## config.mk

```make
export PLATFORM = sky130hd
export DESIGN_NAME = pa_fpu_wb_sched_flat
export DESIGN_NICKNAME = d
export VERILOG_FILES = /design/src/rtl/pa_fpu_pkg.sv /design/src/rtl/pa_fpu_wb_sched_if.sv /design/src/rtl/pa_fpu_wb_buf.sv /design/src/rtl/pa_fpu_wb_sched.sv /design/src/flat_wrapper.sv
export SDC_FILE = /design/constraint.sdc
export NUM_CORES = 1
export LEC_CHECK = 0
export ABC_AREA = 1
export CAP_MARGIN = 10
export CORE_AREA = 3 3 135 137
export DETAILED_ROUTE_END_ITERATION = 10
export DIE_AREA = 0 0 138 140
export PLACE_DENSITY = 0.6
export RECOVER_POWER = 25
export SLEW_MARGIN = 0
export SYNTH_ARGS = -nofsm -noshare
export SYNTH_HDL_FRONTEND = slang
export SYNTH_SLANG_ARGS = --single-unit
```

## constraint.sdc

```tcl
create_clock -name forever_cpuclk -period 8.5 [get_ports forever_cpuclk]
set_input_delay 1.7 -clock forever_cpuclk [delete_from_list [all_inputs] [get_ports forever_cpuclk]]
set_output_delay 1.7 -clock forever_cpuclk [all_outputs]
set_load 0.02 [all_outputs]
```

## src/rtl/pa_fpu_pkg.sv

```systemverilog
// Shared FPU writeback-scheduler types: widths, FSM state encoding and one-hot source tags.
package pa_fpu_pkg;

    localparam int FPU_DATA_W  = 32;
    localparam int FPU_FFLAG_W = 5;

    typedef enum logic [1:0] {
        IDLE   = 2'd0,
        PEND   = 2'd1,
        STARVE = 2'd2
    } wbs_state_t;

    localparam logic [1:0] WBS_SRC_EX2  = 2'b01;
    localparam logic [1:0] WBS_SRC_FDSU = 2'b10;

    typedef struct packed {
        logic [FPU_DATA_W-1:0]  data;
        logic [FPU_FFLAG_W-1:0] fflags;
    } wbs_res_t;

endpackage

```

## src/rtl/pa_fpu_wb_sched_if.sv

```systemverilog
// Writeback-scheduler bus: producer requests from EX2/FDSU and the shared forward/writeback result.
interface pa_fpu_wb_sched_if;
    import pa_fpu_pkg::*;

    logic                   rtu_wbs_flush;
    logic                   ctrl_wbs_ex2_wb_req;
    logic [FPU_DATA_W-1:0]  dp_wbs_ex2_data;
    logic [FPU_FFLAG_W-1:0] dp_wbs_ex2_fflags;
    logic                   fdsu_wbs_wb_vld;
    logic [FPU_DATA_W-1:0]  fdsu_wbs_data;
    logic [FPU_FFLAG_W-1:0] fdsu_wbs_fflags;
    logic                   wbs_fdsu_wb_rdy;
    logic                   wbs_idu_issue_stall;
    logic                   fpu_idu_fwd_vld;
    logic [FPU_DATA_W-1:0]  fpu_idu_fwd_data;
    logic [FPU_FFLAG_W-1:0] fpu_idu_fwd_fflags;
    logic [1:0]             fpu_idu_fwd_src;

    modport master (
        output rtu_wbs_flush, ctrl_wbs_ex2_wb_req, dp_wbs_ex2_data, dp_wbs_ex2_fflags,
               fdsu_wbs_wb_vld, fdsu_wbs_data, fdsu_wbs_fflags,
        input  wbs_fdsu_wb_rdy, wbs_idu_issue_stall, fpu_idu_fwd_vld, fpu_idu_fwd_data,
               fpu_idu_fwd_fflags, fpu_idu_fwd_src
    );

    modport slave (
        input  rtu_wbs_flush, ctrl_wbs_ex2_wb_req, dp_wbs_ex2_data, dp_wbs_ex2_fflags,
               fdsu_wbs_wb_vld, fdsu_wbs_data, fdsu_wbs_fflags,
        output wbs_fdsu_wb_rdy, wbs_idu_issue_stall, fpu_idu_fwd_vld, fpu_idu_fwd_data,
               fpu_idu_fwd_fflags, fpu_idu_fwd_src
    );

endinterface

```

## src/rtl/pa_fpu_wb_buf.sv

```systemverilog
// FDSU holding FIFO: DEPTH entries of {data,fflags}, wrapping pointers, synchronous flush.
module pa_fpu_wb_buf
    import pa_fpu_pkg::*;
#(
    parameter  int DEPTH = 2,
    localparam int PTR_W = (DEPTH > 1) ? $clog2(DEPTH) : 1,
    localparam int CNT_W = $clog2(DEPTH + 1)
) (
    input  logic             clk,
    input  logic             rst,
    input  logic             flush,
    input  logic             push,
    input  wbs_res_t         push_data,
    input  logic             pop,
    output wbs_res_t         head,
    output logic [CNT_W-1:0] count,
    output logic             full,
    output logic             empty
);

    wbs_res_t         mem [DEPTH];
    logic [PTR_W-1:0] wr_ptr;
    logic [PTR_W-1:0] rd_ptr;

    function automatic logic [PTR_W-1:0] ptr_inc(input logic [PTR_W-1:0] p);
        return (p == PTR_W'(DEPTH - 1)) ? '0 : p + PTR_W'(1);
    endfunction

    always_ff @(posedge clk) begin
        if (push && !flush) begin
            mem[wr_ptr] <= push_data;
        end
    end

    always_ff @(posedge clk) begin
        if (rst || flush) begin
            wr_ptr <= '0;
            rd_ptr <= '0;
            count  <= '0;
        end else begin
            if (push) wr_ptr <= ptr_inc(wr_ptr);
            if (pop)  rd_ptr <= ptr_inc(rd_ptr);
            count <= count + CNT_W'(push) - CNT_W'(pop);
        end
    end

    assign head  = mem[rd_ptr];
    assign full  = (count == CNT_W'(DEPTH));
    assign empty = (count == '0);

endmodule

```

## src/rtl/pa_fpu_wb_sched.sv

```systemverilog
// FPU writeback scheduler: EX2 always wins the result bus, FDSU results queue behind it in order.
// Optional PA_FPU_WB_SCHED_PERF_EN adds a saturating bus-collision counter output.
//
//   state  | meaning
//   IDLE   | buffer empty, no stall
//   PEND   | buffered FDSU result waiting, age below STARVE_MAX
//   STARVE | head waited STARVE_MAX cycles, IDU issue stalled
module pa_fpu_wb_sched
    import pa_fpu_pkg::*;
#(
    parameter int BUF_DEPTH  = 2,
    parameter int STARVE_MAX = 4
) (
    input  logic                 forever_cpuclk,
    input  logic                 cpurst,
    pa_fpu_wb_sched_if.slave     wbs
`ifdef PA_FPU_WB_SCHED_PERF_EN
    ,
    output logic [15:0]          wbs_perf_coll_cnt
`endif
);

    localparam int         CNT_W   = $clog2(BUF_DEPTH + 1);
    localparam logic [3:0] AGE_MAX = 4'(STARVE_MAX);

    wbs_state_t       state;
    logic [3:0]       age;
    logic [3:0]       age_nxt;
    wbs_res_t         head;
    logic [CNT_W-1:0] count;
    logic [CNT_W-1:0] cnt_nxt;
    logic             buf_full;
    logic             buf_empty;
    logic             flush;
    logic             ex2_req;
    logic             ex2_win;
    logic             buf_win;
    logic             dir_win;
    logic             fdsu_acc;
    logic             push;

    assign flush    = wbs.rtu_wbs_flush;
    assign ex2_req  = wbs.ctrl_wbs_ex2_wb_req;
    assign fdsu_acc = wbs.fdsu_wbs_wb_vld && !buf_full && !flush;
    assign ex2_win  = ex2_req && !flush;
    assign buf_win  = !ex2_req && !buf_empty && !flush;
    assign dir_win  = !ex2_req && buf_empty && fdsu_acc;
    // A new FDSU result may only bypass the buffer when nothing older is queued.
    assign push     = fdsu_acc && (ex2_req || !buf_empty);
    assign cnt_nxt  = count + CNT_W'(push) - CNT_W'(buf_win);

    assign wbs.wbs_fdsu_wb_rdy = !buf_full;

    pa_fpu_wb_buf #(.DEPTH(BUF_DEPTH)) u_buf (
        .clk       (forever_cpuclk),
        .rst       (cpurst),
        .flush     (flush),
        .push      (push),
        .push_data ('{data: wbs.fdsu_wbs_data, fflags: wbs.fdsu_wbs_fflags}),
        .pop       (buf_win),
        .head      (head),
        .count     (count),
        .full      (buf_full),
        .empty     (buf_empty)
    );

    always_comb begin
        age_nxt = '0;
        if (!flush && !buf_win && !buf_empty) begin
            age_nxt = (age == AGE_MAX) ? age : age + 4'd1;
        end
    end

    always_ff @(posedge forever_cpuclk) begin
        if (cpurst) age <= '0;
        else        age <= age_nxt;
    end

    always_ff @(posedge forever_cpuclk) begin
        if (cpurst || flush) begin
            state                   <= IDLE;
            wbs.wbs_idu_issue_stall <= 1'b0;
        end else begin
            case (state)
                IDLE: begin
                    if (push) state <= PEND;
                    wbs.wbs_idu_issue_stall <= 1'b0;
                end
                PEND: begin
                    if (cnt_nxt == '0) begin
                        state <= IDLE;
                    end else if (age_nxt == AGE_MAX) begin
                        state                   <= STARVE;
                        wbs.wbs_idu_issue_stall <= 1'b1;
                    end
                end
                STARVE: begin
                    if (cnt_nxt == '0) begin
                        state                   <= IDLE;
                        wbs.wbs_idu_issue_stall <= 1'b0;
                    end else if (buf_win) begin
                        state                   <= PEND;
                        wbs.wbs_idu_issue_stall <= 1'b0;
                    end
                end
                default: begin
                    state                   <= IDLE;
                    wbs.wbs_idu_issue_stall <= 1'b0;
                end
            endcase
        end
    end

    always_ff @(posedge forever_cpuclk) begin
        if (cpurst || flush) begin
            wbs.fpu_idu_fwd_vld    <= 1'b0;
            wbs.fpu_idu_fwd_data   <= '0;
            wbs.fpu_idu_fwd_fflags <= '0;
            wbs.fpu_idu_fwd_src    <= 2'b00;
        end else if (ex2_win) begin
            wbs.fpu_idu_fwd_vld    <= 1'b1;
            wbs.fpu_idu_fwd_data   <= wbs.dp_wbs_ex2_data;
            wbs.fpu_idu_fwd_fflags <= wbs.dp_wbs_ex2_fflags;
            wbs.fpu_idu_fwd_src    <= WBS_SRC_EX2;
        end else if (buf_win) begin
            wbs.fpu_idu_fwd_vld    <= 1'b1;
            wbs.fpu_idu_fwd_data   <= head.data;
            wbs.fpu_idu_fwd_fflags <= head.fflags;
            wbs.fpu_idu_fwd_src    <= WBS_SRC_FDSU;
        end else if (dir_win) begin
            wbs.fpu_idu_fwd_vld    <= 1'b1;
            wbs.fpu_idu_fwd_data   <= wbs.fdsu_wbs_data;
            wbs.fpu_idu_fwd_fflags <= wbs.fdsu_wbs_fflags;
            wbs.fpu_idu_fwd_src    <= WBS_SRC_FDSU;
        end else begin
            wbs.fpu_idu_fwd_vld    <= 1'b0;
            wbs.fpu_idu_fwd_data   <= '0;
            wbs.fpu_idu_fwd_fflags <= '0;
            wbs.fpu_idu_fwd_src    <= 2'b00;
        end
    end

`ifdef PA_FPU_WB_SCHED_PERF_EN
    logic coll;
    // Flushed cycles are not counted; the counter itself survives flush.
    assign coll = ex2_req && !flush && (!buf_empty || wbs.fdsu_wbs_wb_vld);

    always_ff @(posedge forever_cpuclk) begin
        if (cpurst)                                   wbs_perf_coll_cnt <= '0;
        else if (coll && wbs_perf_coll_cnt != 16'hFFFF) wbs_perf_coll_cnt <= wbs_perf_coll_cnt + 16'd1;
    end
`endif

endmodule

```

## src/flat_wrapper.sv

```systemverilog
// flat-port wrapper written by rule: the top's interface ports become plain ports
module pa_fpu_wb_sched_flat import pa_fpu_pkg::*;
#(
    parameter int BUF_DEPTH  = 2,
    parameter int STARVE_MAX = 4
)
  (forever_cpuclk, cpurst, wbs_rtu_wbs_flush, wbs_ctrl_wbs_ex2_wb_req, wbs_dp_wbs_ex2_data, wbs_dp_wbs_ex2_fflags, wbs_fdsu_wbs_wb_vld, wbs_fdsu_wbs_data, wbs_fdsu_wbs_fflags, wbs_wbs_fdsu_wb_rdy, wbs_wbs_idu_issue_stall, wbs_fpu_idu_fwd_vld, wbs_fpu_idu_fwd_data, wbs_fpu_idu_fwd_fflags, wbs_fpu_idu_fwd_src);
  pa_fpu_wb_sched_if wbs_i ();
  input  logic forever_cpuclk;
  input  logic cpurst;
  input wire logic [$bits(wbs_i.rtu_wbs_flush)-1:0] wbs_rtu_wbs_flush;
  input wire logic [$bits(wbs_i.ctrl_wbs_ex2_wb_req)-1:0] wbs_ctrl_wbs_ex2_wb_req;
  input wire logic [$bits(wbs_i.dp_wbs_ex2_data)-1:0] wbs_dp_wbs_ex2_data;
  input wire logic [$bits(wbs_i.dp_wbs_ex2_fflags)-1:0] wbs_dp_wbs_ex2_fflags;
  input wire logic [$bits(wbs_i.fdsu_wbs_wb_vld)-1:0] wbs_fdsu_wbs_wb_vld;
  input wire logic [$bits(wbs_i.fdsu_wbs_data)-1:0] wbs_fdsu_wbs_data;
  input wire logic [$bits(wbs_i.fdsu_wbs_fflags)-1:0] wbs_fdsu_wbs_fflags;
  output wire logic [$bits(wbs_i.wbs_fdsu_wb_rdy)-1:0] wbs_wbs_fdsu_wb_rdy;
  output wire logic [$bits(wbs_i.wbs_idu_issue_stall)-1:0] wbs_wbs_idu_issue_stall;
  output wire logic [$bits(wbs_i.fpu_idu_fwd_vld)-1:0] wbs_fpu_idu_fwd_vld;
  output wire logic [$bits(wbs_i.fpu_idu_fwd_data)-1:0] wbs_fpu_idu_fwd_data;
  output wire logic [$bits(wbs_i.fpu_idu_fwd_fflags)-1:0] wbs_fpu_idu_fwd_fflags;
  output wire logic [$bits(wbs_i.fpu_idu_fwd_src)-1:0] wbs_fpu_idu_fwd_src;
  assign wbs_i.rtu_wbs_flush = wbs_rtu_wbs_flush;
  assign wbs_i.ctrl_wbs_ex2_wb_req = wbs_ctrl_wbs_ex2_wb_req;
  assign wbs_i.dp_wbs_ex2_data = wbs_dp_wbs_ex2_data;
  assign wbs_i.dp_wbs_ex2_fflags = wbs_dp_wbs_ex2_fflags;
  assign wbs_i.fdsu_wbs_wb_vld = wbs_fdsu_wbs_wb_vld;
  assign wbs_i.fdsu_wbs_data = wbs_fdsu_wbs_data;
  assign wbs_i.fdsu_wbs_fflags = wbs_fdsu_wbs_fflags;
  assign wbs_wbs_fdsu_wb_rdy = wbs_i.wbs_fdsu_wb_rdy;
  assign wbs_wbs_idu_issue_stall = wbs_i.wbs_idu_issue_stall;
  assign wbs_fpu_idu_fwd_vld = wbs_i.fpu_idu_fwd_vld;
  assign wbs_fpu_idu_fwd_data = wbs_i.fpu_idu_fwd_data;
  assign wbs_fpu_idu_fwd_fflags = wbs_i.fpu_idu_fwd_fflags;
  assign wbs_fpu_idu_fwd_src = wbs_i.fpu_idu_fwd_src;
  pa_fpu_wb_sched #(.BUF_DEPTH(BUF_DEPTH), .STARVE_MAX(STARVE_MAX)) u_core (.forever_cpuclk(forever_cpuclk), .cpurst(cpurst), .wbs(wbs_i));
endmodule
```

* Word-level counts from Yosys, hierarchy flattened
Memory sizes are Yosys's and may differ from the RTL's. A register that Yosys moved wholly into a read port is not among the register bits. Index checks and enable logic that the tools add are counted.
Storage, ports and cells: output and inout bits 42, memories kept 1, RAM bits 74, register bits after elaboration 51
Operators by class: add/subtract/negate cells 5, reduce and logical (&&, ||, !) cells 24, equal/unequal tests 10, multiplexer cells 31
Memory list:
- u_core.u_buf.mem | words 2, bits a word 37, read ports 1, clocked after memory_dff 1, write ports 1, RTL line pa_fpu_wb_buf.sv:21 | wbs_res_t mem [DEPTH];
Operators by type and width (count):
- $mux W32 | 3
- $mux W5 | 3
- $mux W1 | 14
- $mux W2 | 7
- $logic_and A1 B1 Y1 | 11
- $eq A4 B3 Y1 const B | 2
- $mux W4 | 2
- $logic_not A2 Y1 | 3
- $ne A3 B1 Y1 const B | 2
- $pmux W2 S3 | 1
- $reduce_and A3 Y1 | 2
- $logic_not A1 Y1 | 5
- $add A4 B1 Y4 const B | 1
- $eq A2 B2 Y1 const B | 2
- $ne A2 B1 Y1 const B | 2
- $add A1 B1 Y1 const B | 2
- $add A2 B1 Y2 | 1
- $eq A2 B1 Y1 const B | 1
- $logic_or A1 B1 Y1 | 2
- $ne A2 B2 Y1 const B | 1
- $pmux W1 S2 | 1
- $reduce_or A2 Y1 | 1
- $sub A2 B1 Y2 | 1

* Longest topological paths before layout
depth in word-level cells 12, gate-level depth with buffers 15

* Hierarchy
From an unflattened synthesis, not the netlist that was laid out.
Second synthesis, totals: cell total of the unflattened synthesis 487, area, all modules 5380.2 sq um
By module, submodules not included:
- pa_fpu_wb_buf | cells each 145, area an instance 3052.9 sq um, seq. area each 2322.2 sq um, instances 1
- pa_fpu_wb_sched | cells each 342, area an instance 2327.2 sq um, seq. area each 940.9 sq um, instances 1

* Worst setup path after synthesis
OpenSTA, ideal clock, no wires.
path kind input port to flip-flop, start point in wbs_fdsu_wbs_wb_vld, end point mem u_core.u_buf.mem[1][0] in the netlist's numbering (enable), library setup time 433 ps, required time 8067 ps, slack 4261 ps, data arrival time 3806 ps, buffers on the path 0, cell stages on the path 6, cells stage by stage inv_1 > nor2_1 > nand2_1 > a21oi_1 > inv_1 > nor2_1
Between the ends: cells in the longest elaborated chain, start to end 6
Ends and longest elaborated chain:
- from (decl) | RTL line flat_wrapper.sv:15 | input wire logic [$bits(wbs_i.fdsu_wbs_wb_vld)-1:0] wbs_fdsu_wbs_wb_vld;
- $logic_and A1 B1 Y1 (2 in series) | RTL line pa_fpu_wb_sched.sv:44 | assign fdsu_acc = wbs.fdsu_wbs_wb_vld && !buf_full && !flush;
- $logic_and A1 B1 Y1 | RTL line pa_fpu_wb_sched.sv:49 | assign push = fdsu_acc && (ex2_req || !buf_empty);
- $logic_and A1 B1 Y1 | RTL line pa_fpu_wb_buf.sv:30 | if (push && !flush) begin
- $mux W1 | RTL line pa_fpu_wb_buf.sv:30
- $mux W1 (implied by the code) | RTL line pa_fpu_wb_buf.sv:31 | mem[wr_ptr] <= push_data;
- to (decl) | RTL line pa_fpu_wb_buf.sv:21
Every way passes these cells.

* Worst setup path after layout
start point in wbs_ctrl_wbs_ex2_wb_req, end point reg u_core.state[0]
Between the ends: cells in the longest elaborated chain, start to end 10, elaborated cells on any way between the ends 20
Ends and longest elaborated chain:
- from (decl) | RTL line flat_wrapper.sv:12 | input wire logic [$bits(wbs_i.ctrl_wbs_ex2_wb_req)-1:0] wbs_ctrl_wbs_ex2_wb_req;
- branches (longest 10 deep; another with $add A2 B1 Y2)
- to (signal assigned) | RTL line pa_fpu_wb_sched.sv:91 | state <= IDLE;
- to (signal assigned) | RTL line pa_fpu_wb_sched.sv:93 | state <= STARVE;
- to (signal assigned) | RTL line pa_fpu_wb_sched.sv:99 | state <= IDLE;
- to (decl) | RTL line pa_fpu_wb_sched.sv:26 | wbs_state_t state;
Parallel ways; which one is timed is not known. A chain may end at the register's enable or synchronous reset.

==> results.cfg <==
[detailed_routing]
vias = 3661
first_pass_iters = 4
drtIter0Drc = 107
vias_per_cell = 4.40
wl_per_cell_um = 14.3
wl_um = 11900
drc_errors = 0
detail-route-antenna-nets = 0

[clock_network]
cts-root-buf = clkbuf_16
ctsResizeCount = 0
clk_pin_slew_ps = 60
cts_tree = done
postCtsSetupRepairBufs = 0
cts_buffer_depth = 2
htreeDepth = 4
clk_latency_ps = 410
clkSinkCount = 126
cts_buffers = 17
ctsHoldBuffers = 0

[global_routing]
gr-usage-met2 = 0.219
antenna_found_initial = 2
grt_pass1_vias = 3849
grt-busiest-layer = met2
grt.total_usage = 0.127
use_met1 = 0.146
grt_max_degree = 40
gr-total-overflow = 0
grt_pass1_wl_um = 19300
use_met3 = 0.0376

[floorplan]
start_util = 0.298
core.rowCount = 48
die_height_um = 140
die_x_um = 138
pin_count = 121
core_area_um2 = 17200
dieArea_um2 = 19300

[sta]
whs_ps = 509
slew_headroom = 0.228
post-route-period-util = 0.508
hold_violations = 0
layout_min_cycle_time_ps = 4320
final.setup_skew_ps = 7.79
tightest_slew_ps = 1160
maxSlewViolCount = 0
tns_ps = 0
grt_setup_unrepaired = no
setup_viol = 0
timing.fmax_mhz = 231

[synthesis]
synth_cell_types = 27
synth_top_family_by_area = simple AND/OR/NAND/NOR gates
ys_top_cells_by_area = edfxtp_1, dfxtp_1, mux2_2, nand2_1, a21oi_1
ys_seq_elements = 126
seq_area_frac_synth = 0.638
ys_warn_count = 0
synthSimpleGateAreaFrac = 0.116
syn_nets = 554
synth-xor-area-share = 0.00171
avgSynthCellArea_um2 = 10.8
synth.area.mux_share = 0.0793
synth_largest_area_cell = edfxtp_1
synth_top_area_frac = 0.435
synth_adder_area_share = 0.00734
syn_area_um2 = 5110
synth_compound_area_frac = 0.0845
synth_cells = 472

[min_path]
hold_path_class = reg -> reg
hold_path_depth = 2

[layout]
areaGrowthSynthToFinish_pct = 36.7
finalNetCount = 676
utilization = 0.407
drive_gt1_frac = 0.125
diodes = 0

[critical_path]
crit_fanout = 39
cp.required_ps = 8800
critPathKind = in -> reg
crit_path_start_kind = primary input
cp-end-kind = flip-flop
reg2reg_depth = 15
critical_path_arrival_ps = 4620

[pwr]
powerDensity_nw_per_um2 = 196
max-vdd-ir-drop_uv = 138
power.leakage_nw = 2.79

[placed_design]
numPortBuffers = 120
dp_hpwl_um = 7790
place_congestion = 0.824

[outcome]
status = finished, final reports clean

[job]
maxCapViolCount = 0
-- placed cells by master, fill, tap and decap left out, types with 2 or more instances in the layout --
cell type	n
nand2_1	102
clkdlybuf4s50_1	90
a21oi_1	76
edfxtp_1	74
inv_1	57
dfxtp_1	51
mux2_2	36
dlygate4sd3_1	30
nor2_1	22
clkbuf_16	17
nand3_1	6
clkinv_1	5
clkinv_2	5
nor2_4	4
o21ai_0	4
clkbuf_1	4
nand4_1	3
ha_1	3
inv_2	2
nor2_2	2
nand2_2	2
-- logic make-up after synthesis --
group           count (synthesis)
simple gates                  144
flops                         126
compound gates                 84
buf+inv                        78
mux                            36
fa+ha+maj                       3
xor+xnor                        1
-- Yosys cell counts --
master	instances
nor2_2	3
a21oi_1	76
nor2_1	24
nor2_4	1
ha_1	3
nand2_2	1
buf_6	8
nand3_1	6
xnor2_1	1
clkbuf_1	3
inv_2	2
o211ai_1	1
nand4_1	3
nor3_4	1
nand3_2	1
inv_1	57
buf_2	5
nand2_1	103
buf_4	3
o21ai_1	1
dfxtp_1	52
or2_2	1
edfxtp_1	74
mux2_2	36
a31oi_1	1
a211oi_2	1
o21ai_0	4
-- critical path, cell delays in order --
cell	delay (ps)
clkdlybuf4s50_1	550
nor3_4	220
buf_4	430
inv_2	430
nand2_1	170
nand2_1	60
ha_1	200
xnor2_1	190
inv_1	60
nand2_1	110
nand3_2	130
nand2_1	100
nand2_1	60
o21ai_1	120
nor2_1	50
-- through the flow --
step                      power [mW]  std cells  setup WS (ps)  instance area [µm²]
after global routing            1.43        832           3850                 6990
after CTS                       1.39        831           4180                 6970
after detailed placement       0.781        799           3750                 6480
after global placement         0.779        799           3860                 6480
final                           1.37        832           4180                 6990
after floorplan                0.717        472           4260                 5110
-- layer usage --
layer  vias to the layer above  part of all wire
met5                         -            0.0011
met4                         2             0.025
li1                       1822                 -
met2                        98              0.51
met3                        28             0.046
met1                      1711              0.42
-- report_power, final --
| part | switching (mW) | leakage [nW] | internal (mW) |
|---|---|---|---|
| sequential | 0.00407 | 1.10 | 0.662 |
| combinational | 0.0459 | 1.45 | 0.0535 |
| clock | 0.241 | 0.242 | 0.363 |
-- sequential cells by signal, indices dropped and copies added (netlist names), named ones only --
name	flops
u_core.u_buf.wr_ptr	1
u_core.wbs.wbs_idu_issue_stall	1
u_core.wbs.fpu_idu_fwd_fflags	5
u_core.wbs.fpu_idu_fwd_data	32
u_core.u_buf.mem	74
u_core.wbs.fpu_idu_fwd_src	2
u_core.state	2
u_core.u_buf.count	2
u_core.u_buf.rd_ptr	1
u_core.wbs.fpu_idu_fwd_vld	1
u_core.age	4
-- final timing paths --
path / from / slack, ps / endpoint
setup / recovery: wbs_ctrl_wbs_ex2_wb_req / 4180 / u_core.state[0]
hold / removal: u_core.u_buf.rd_ptr / 510 / flip-flop
setup reg to reg: u_core.u_buf.count[1] / 5600 / u_core.state[0]
hold reg to reg: u_core.u_buf.rd_ptr / 510 / flip-flop
-- layout make-up --
cell class	instances	area, µm²
timing repair buffer	122	1230
tap	225	282
multi-input combinational	268	1500
sequential	126	3260
clock buffer	21	440
clock inverter	11	51.3
fill	1691	10200
inverter	59	221
Power figures use the tool's default switching activity.
